## src/rtl/alu_share_arbiter.sv

```systemverilog
// Round-robin arbiter sharing one 32-bit ALU among NREQ requesters, with registered operand issue.
// Optional sticky add/sub overflow error flag, enabled by defining ALU_ARB_STICKY_FLAG_EN.
module alu_share_arbiter #(
  parameter  int unsigned NREQ  = 2,
  parameter  int unsigned IDX_W = 1,
  localparam int unsigned DW    = 32,
  localparam int unsigned CW    = 4,
  localparam int unsigned SW    = 5
) (
  input  logic               clk,
  input  logic               reset,
  input  logic [NREQ-1:0]    req_valid,
  output logic [NREQ-1:0]    req_ready,
  input  logic [CW*NREQ-1:0] req_ctl,
  input  logic [DW*NREQ-1:0] req_a,
  input  logic [DW*NREQ-1:0] req_b,
  input  logic [SW*NREQ-1:0] req_shamt,
  output logic [NREQ-1:0]    rsp_valid,
  input  logic [NREQ-1:0]    rsp_ready,
  output logic [DW-1:0]      rsp_data,
  output logic               rsp_flag,
  output logic [CW-1:0]      alu_ctl,
  output logic [DW-1:0]      alu_a,
  output logic [DW-1:0]      alu_b,
  output logic [SW-1:0]      alu_shamt,
  input  logic [DW-1:0]      alu_out,
  input  logic               alu_ovf,
  output logic               flag_err
);

  typedef enum logic [1:0] {
    IDLE  = 2'd0,
    ISSUE = 2'd1,
    RESP  = 2'd2
  } state_t;

  state_t           state;
  state_t           state_nxt;
  logic [IDX_W-1:0] last;
  logic [IDX_W-1:0] grant;
  logic [IDX_W-1:0] pick;
  logic [IDX_W-1:0] cand;
  logic             pick_vld;
  logic             accept;

  // Round-robin search: first valid index after the last grant, wrapping.
  always_comb begin
    pick     = last;
    pick_vld = 1'b0;
    cand     = '0;
    for (int unsigned k = 1; k <= NREQ; k++) begin
      cand = IDX_W'((32'(last) + k) % NREQ);
      if (!pick_vld && req_valid[cand]) begin
        pick     = cand;
        pick_vld = 1'b1;
      end
    end
  end

  // Next state and the combinational accept handshake.
  always_comb begin
    state_nxt = state;
    req_ready = '0;
    accept    = 1'b0;
    case (state)
      IDLE: begin
        if (pick_vld && !reset) begin
          req_ready[pick] = 1'b1;
          accept          = 1'b1;
          state_nxt       = ISSUE;
        end
      end
      ISSUE:   state_nxt = RESP;
      RESP:    if (rsp_ready[grant]) state_nxt = IDLE;
      default: state_nxt = IDLE;
    endcase
  end

  always_ff @(posedge clk) begin
    if (reset) begin
      state     <= IDLE;
      last      <= IDX_W'(NREQ - 1);
      grant     <= '0;
      rsp_valid <= '0;
      rsp_data  <= '0;
      rsp_flag  <= 1'b0;
      alu_ctl   <= '0;
      alu_a     <= '0;
      alu_b     <= '0;
      alu_shamt <= '0;
    end else begin
      state <= state_nxt;
      if (accept) begin
        alu_ctl   <= req_ctl[CW*32'(pick) +: CW];
        alu_a     <= req_a[DW*32'(pick) +: DW];
        alu_b     <= req_b[DW*32'(pick) +: DW];
        alu_shamt <= req_shamt[SW*32'(pick) +: SW];
        grant     <= pick;
        last      <= pick;
      end
      if (state == ISSUE) begin
        rsp_data  <= alu_out;
        rsp_flag  <= alu_ovf;
        rsp_valid <= NREQ'(1) << grant;
      end else if (state == RESP && rsp_ready[grant]) begin
        rsp_valid <= '0;
      end
    end
  end

`ifdef ALU_ARB_STICKY_FLAG_EN
  logic flag_err_q;

  // Sticky: signed overflow on an add/sub code seen while the op is at the ALU.
  always_ff @(posedge clk) begin
    if (reset) begin
      flag_err_q <= 1'b0;
    end else if (state == ISSUE && alu_ovf &&
                 (alu_ctl == 4'b0010 || alu_ctl == 4'b0011 || alu_ctl == 4'b0110)) begin
      flag_err_q <= 1'b1;
    end
  end

  assign flag_err = flag_err_q;
`else
  assign flag_err = 1'b0;
`endif

endmodule
```

## config.mk

```make
export PLATFORM = sky130hd
export DESIGN_NAME = alu_share_arbiter
export DESIGN_NICKNAME = d
export VERILOG_FILES = /design/src/rtl/alu_share_arbiter.sv
export SDC_FILE = /design/constraint.sdc
export NUM_CORES = 1
export LEC_CHECK = 0
export ABC_AREA = 1
export ABC_CLOCK_PERIOD_IN_PS = 3100
export CAP_MARGIN = 0
export CORE_ASPECT_RATIO = 0.7
export CORE_UTILIZATION = 41
export CTS_CLUSTER_SIZE = 40
export DETAILED_ROUTE_END_ITERATION = 8
export GPL_TIMING_DRIVEN = 0
export MAX_ROUTING_LAYER = met4
export PLACE_DENSITY = 0.95
export SETUP_SLACK_MARGIN = 0.4
export SLEW_MARGIN = 10
export SYNTH_ARGS = -nofsm -noshare
export SYNTH_HDL_FRONTEND = slang
export SYNTH_SLANG_ARGS = --single-unit
```

## constraint.sdc

```tcl
create_clock -name clk -period 3.1 [get_ports clk]
set_clock_uncertainty 0.15 [all_clocks]
set_input_delay 0.775 -clock clk [delete_from_list [all_inputs] [get_ports clk]]
set_output_delay 0.775 -clock clk [all_outputs]
set_load 0.01 [all_outputs]
```

==> key figures <==
Outcome
  • Status: finished, final reports clean

Yosys
  • Synth Area in Simple Gates: between 30% and 40%
  • Adder-cell share of the synthesized area: 0%
  • Synth Instances: 753
  • Post-synthesis mux area share: 0%
  • Area of the mapped netlist: slightly above 0.005 mm^2
  • Synth warn: 0
  • Async SR Flop Fraction: 0%
  • Syn_nets: 938
  • Xor/xnor share of the synthesized area: 0%
  • Seq/Total Area, Yosys: a little over two fifths
  • Largest family of logic cells by synthesized area: simple AND/OR/NAND/NOR gates
  • Avg Synthesized Cell Area: between 6 and 7 um^2
  • Compound-cell area share of the yosys netlist: a little over a tenth
  • Netlist cell types: 18
  • EDFF count, synth: 0
  • Ys flop type: dfxtp_1
  • Synth Register Bits: roughly 110

Min path
  • Hold Path Class: register to register

Global route
  • Vias in the first global route: 5,837
  • Total global-route track usage: 29.5%
  • Global route overflow: 0
  • Initial antenna violation count: 1
  • First-pass GRT wire length: ~29,000 um
  • Pin count of the biggest net entering global routing: 19

Run
  • Number of max-cap violations: 0

Drt
  • Starting DRT DRC Count: 377
  • WL per Instance: around 15 um
  • ANT nets after route: 0
  • Routed vias/inst: about 5
  • Drt pass-1 iters: 5
  • DRC viols: 0
  • Final wirelength: 18,700 um
  • Vias: 6,289

Placed design
  • Placed insts: 1,204
  • Pre-CTS WS: -0.688 ns
  • Placed cell area: between 0.008 and 0.009 mm^2
  • Detailed placement HPWL: 14,300 um
  • Input/output buffers: 294
  • Gp weighted congestion: around 0.90

Floorplan
  • Die Wd: 135 um
  • Die area: 0.0129 mm^2
  • Row count: 33
  • Initial Utilization: 42.9%
  • Core area: 0.0119 mm^2
  • Die Height: 95.3 um
  • IO Pins: 296

STA
  • Slew margin rel.: 59.1%
  • Final worst path period need: 2.63 ns
  • Tcrit/Tclk final: 84.9%
  • Fmax: 380 MHz
  • Max-slew violations: 0
  • Setup ws final: approximately 0.47 ns
  • Final setup fails: 0
  • Final Hold Fails: 0
  • Worst Tran Pin Value: ~0.61 ns
  • Setup Total Neg Slack: 0 ns
  • RSZ-0062 raised after global routing: false
  • Hold_ws: 0.312 ns

Layout
  • FF/Latch Area: around 0.0022 mm^2
  • Area Growth Syn to Fin: 69.1%
  • Final non-filler cell total: 1,228
  • Nets: 1,249
  • Ratio of cells with drive above 1 in the final layout: under 10%
  • Number of fill cells: 944
  • Finished Cell Area: 0.00862 mm^2
  • Multi-input logic area: 0.00250 mm^2
  • Core Util, Final: 72.5%

Clock tree
  • Clk buf depth: 2
  • Root buf cell: clkbuf_16
  • TritonCTS clock tree: built
  • CTS clock-pin slew for the worst setup and hold paths: 0.07 ns
  • H-tree Lvls: 3
  • Worst-Skew Late Latency: roughly 0.33 ns
  • CTS buffer count: 9
  • CTS sink cnt: 112
  • Hold Buf Count CTS: 0

Power
  • Power, Total: 3.84 mW
  • Leak pwr: 3.56 nW
  • Worst vdd ir: 0.314 mV
  • PD cells: 445 mW/mm^2

Worst setup path
  • Critical-path cell list: dlygate4sd2_1 > inv_2 > buf_6 > nand4_1 > buf_6 > nor2_4 > buf_6
  • Worst path bufs/invs: 5
  • CP max-delay cell: dlygate4sd2_1
  • Crit-path max cell delay: 0.28 ns
  • WP data required: 2.17 ns
  • Crit path max-delay family: buffers and inverters
  • Crit path launch type: input pin
  • Crit path kind: input pin to primary output
  • Critical Path End Type: primary output
  • Flop2flop setup slack: about 1.4 ns
  • Most frequent CP cell: buf_6
  • CP arrival: 1.71 ns
  • CP Max Fanout: 4
-- power by group --
part	internal (mW)	switching, mW
clock	0.544	0.526
sequential	1.56	0.0632
combinational	0.608	0.539
-- worst paths after layout --
check,start,cells past startpoint,endpoint
min reg2reg,alu_b[25]$_SDFFE_PP0P_,2,alu_b[25]$_SDFFE_PP0P_
max,reset,7,req_ready[0]
min,alu_b[25]$_SDFFE_PP0P_,2,alu_b[25]$_SDFFE_PP0P_
max reg2reg,last$_SDFFE_PP1P_,6,alu_ctl[1]$_SDFFE_PP0P_
-- Yosys cell counts (4+ instances only) --
library cell    n  area, um^2
a21oi_1        76         380
buf_2          30         150
buf_4           5        37.5
buf_6           7        78.8
clkbuf_1       23        86.3
dfxtp_1       112        2240
inv_1           4        15.0
inv_2           4        15.0
nand2_1       235         882
nand3_1       148         741
nor2_1         69         259
o21ai_0        34         170
-- area by class of cell --
cell class	instances	area share [%]
diodes	2	0.0581
plain buffers	65	4.47
clock buffers	9	2.61
clock inverters	7	0.537
inverters	9	0.392
multi-input cells	567	29.0
flip-flops and latches	112	26.0
well taps	157	2.28
repair buffers	300	34.7
-- worst min-delay path: stages, from the launching register on --
cell	delay [ns]
dfxtp_1	0.31
nand2_1	0.06
a21oi_1	0.05
-- kinds of logic after synthesis --
logic type,count (synthesis)
buffers and inverters,74
other,1
DFF,112
and+or+nand+nor,455
AOI/OAI and AO/OA,111
-- registers in the layout, summed over array words and instances, names as in the netlist --
name       count
rsp_valid      2
alu_a         32
rsp_data      32
last           1
alu_ctl        4
alu_b         32
grant          1
alu_shamt      5
state          2
rsp_flag       1
-- layout by cell type, fill, tap and decap left out, drive strengths merged --
| cell | count |
|---|---|
| dlygate4sd2 | 2 |
| nand3 | 148 |
| o21ai | 34 |
| nand2 | 235 |
| a21oi | 76 |
| clkdlybuf4s15 | 1 |
| buf | 50 |
| clkinvlp | 3 |
| nand4 | 1 |
| clkdlybuf4s50 | 289 |
| dfxtp | 112 |
| nor2 | 71 |
| inv | 9 |
| conb | 1 |
| o211ai | 1 |
| clkbuf | 32 |
| clkinv | 4 |
| diode | 2 |
-- per-layer routing --
metal / wire length (um) / up-vias / GRT usage (%)
met5: 0 / - / -
met4: 418 / 0 / 9.46
met3: 1770 / 31 / 7.07
met2: 9160 / 301 / 51.6
met1: 7360 / 2871 / 33.3
li1: - / 3086 / -
-- timing repair --
item                                    in CTS  in global routing
endpoints found under the setup margin       2                  2
pin swaps                                    2                  1
resized for setup                           30                  6
endpoints found under the hold margin        0                  0
buffers inserted                             4                  2
No activity file was read; power rests on OpenSTA's default activity.
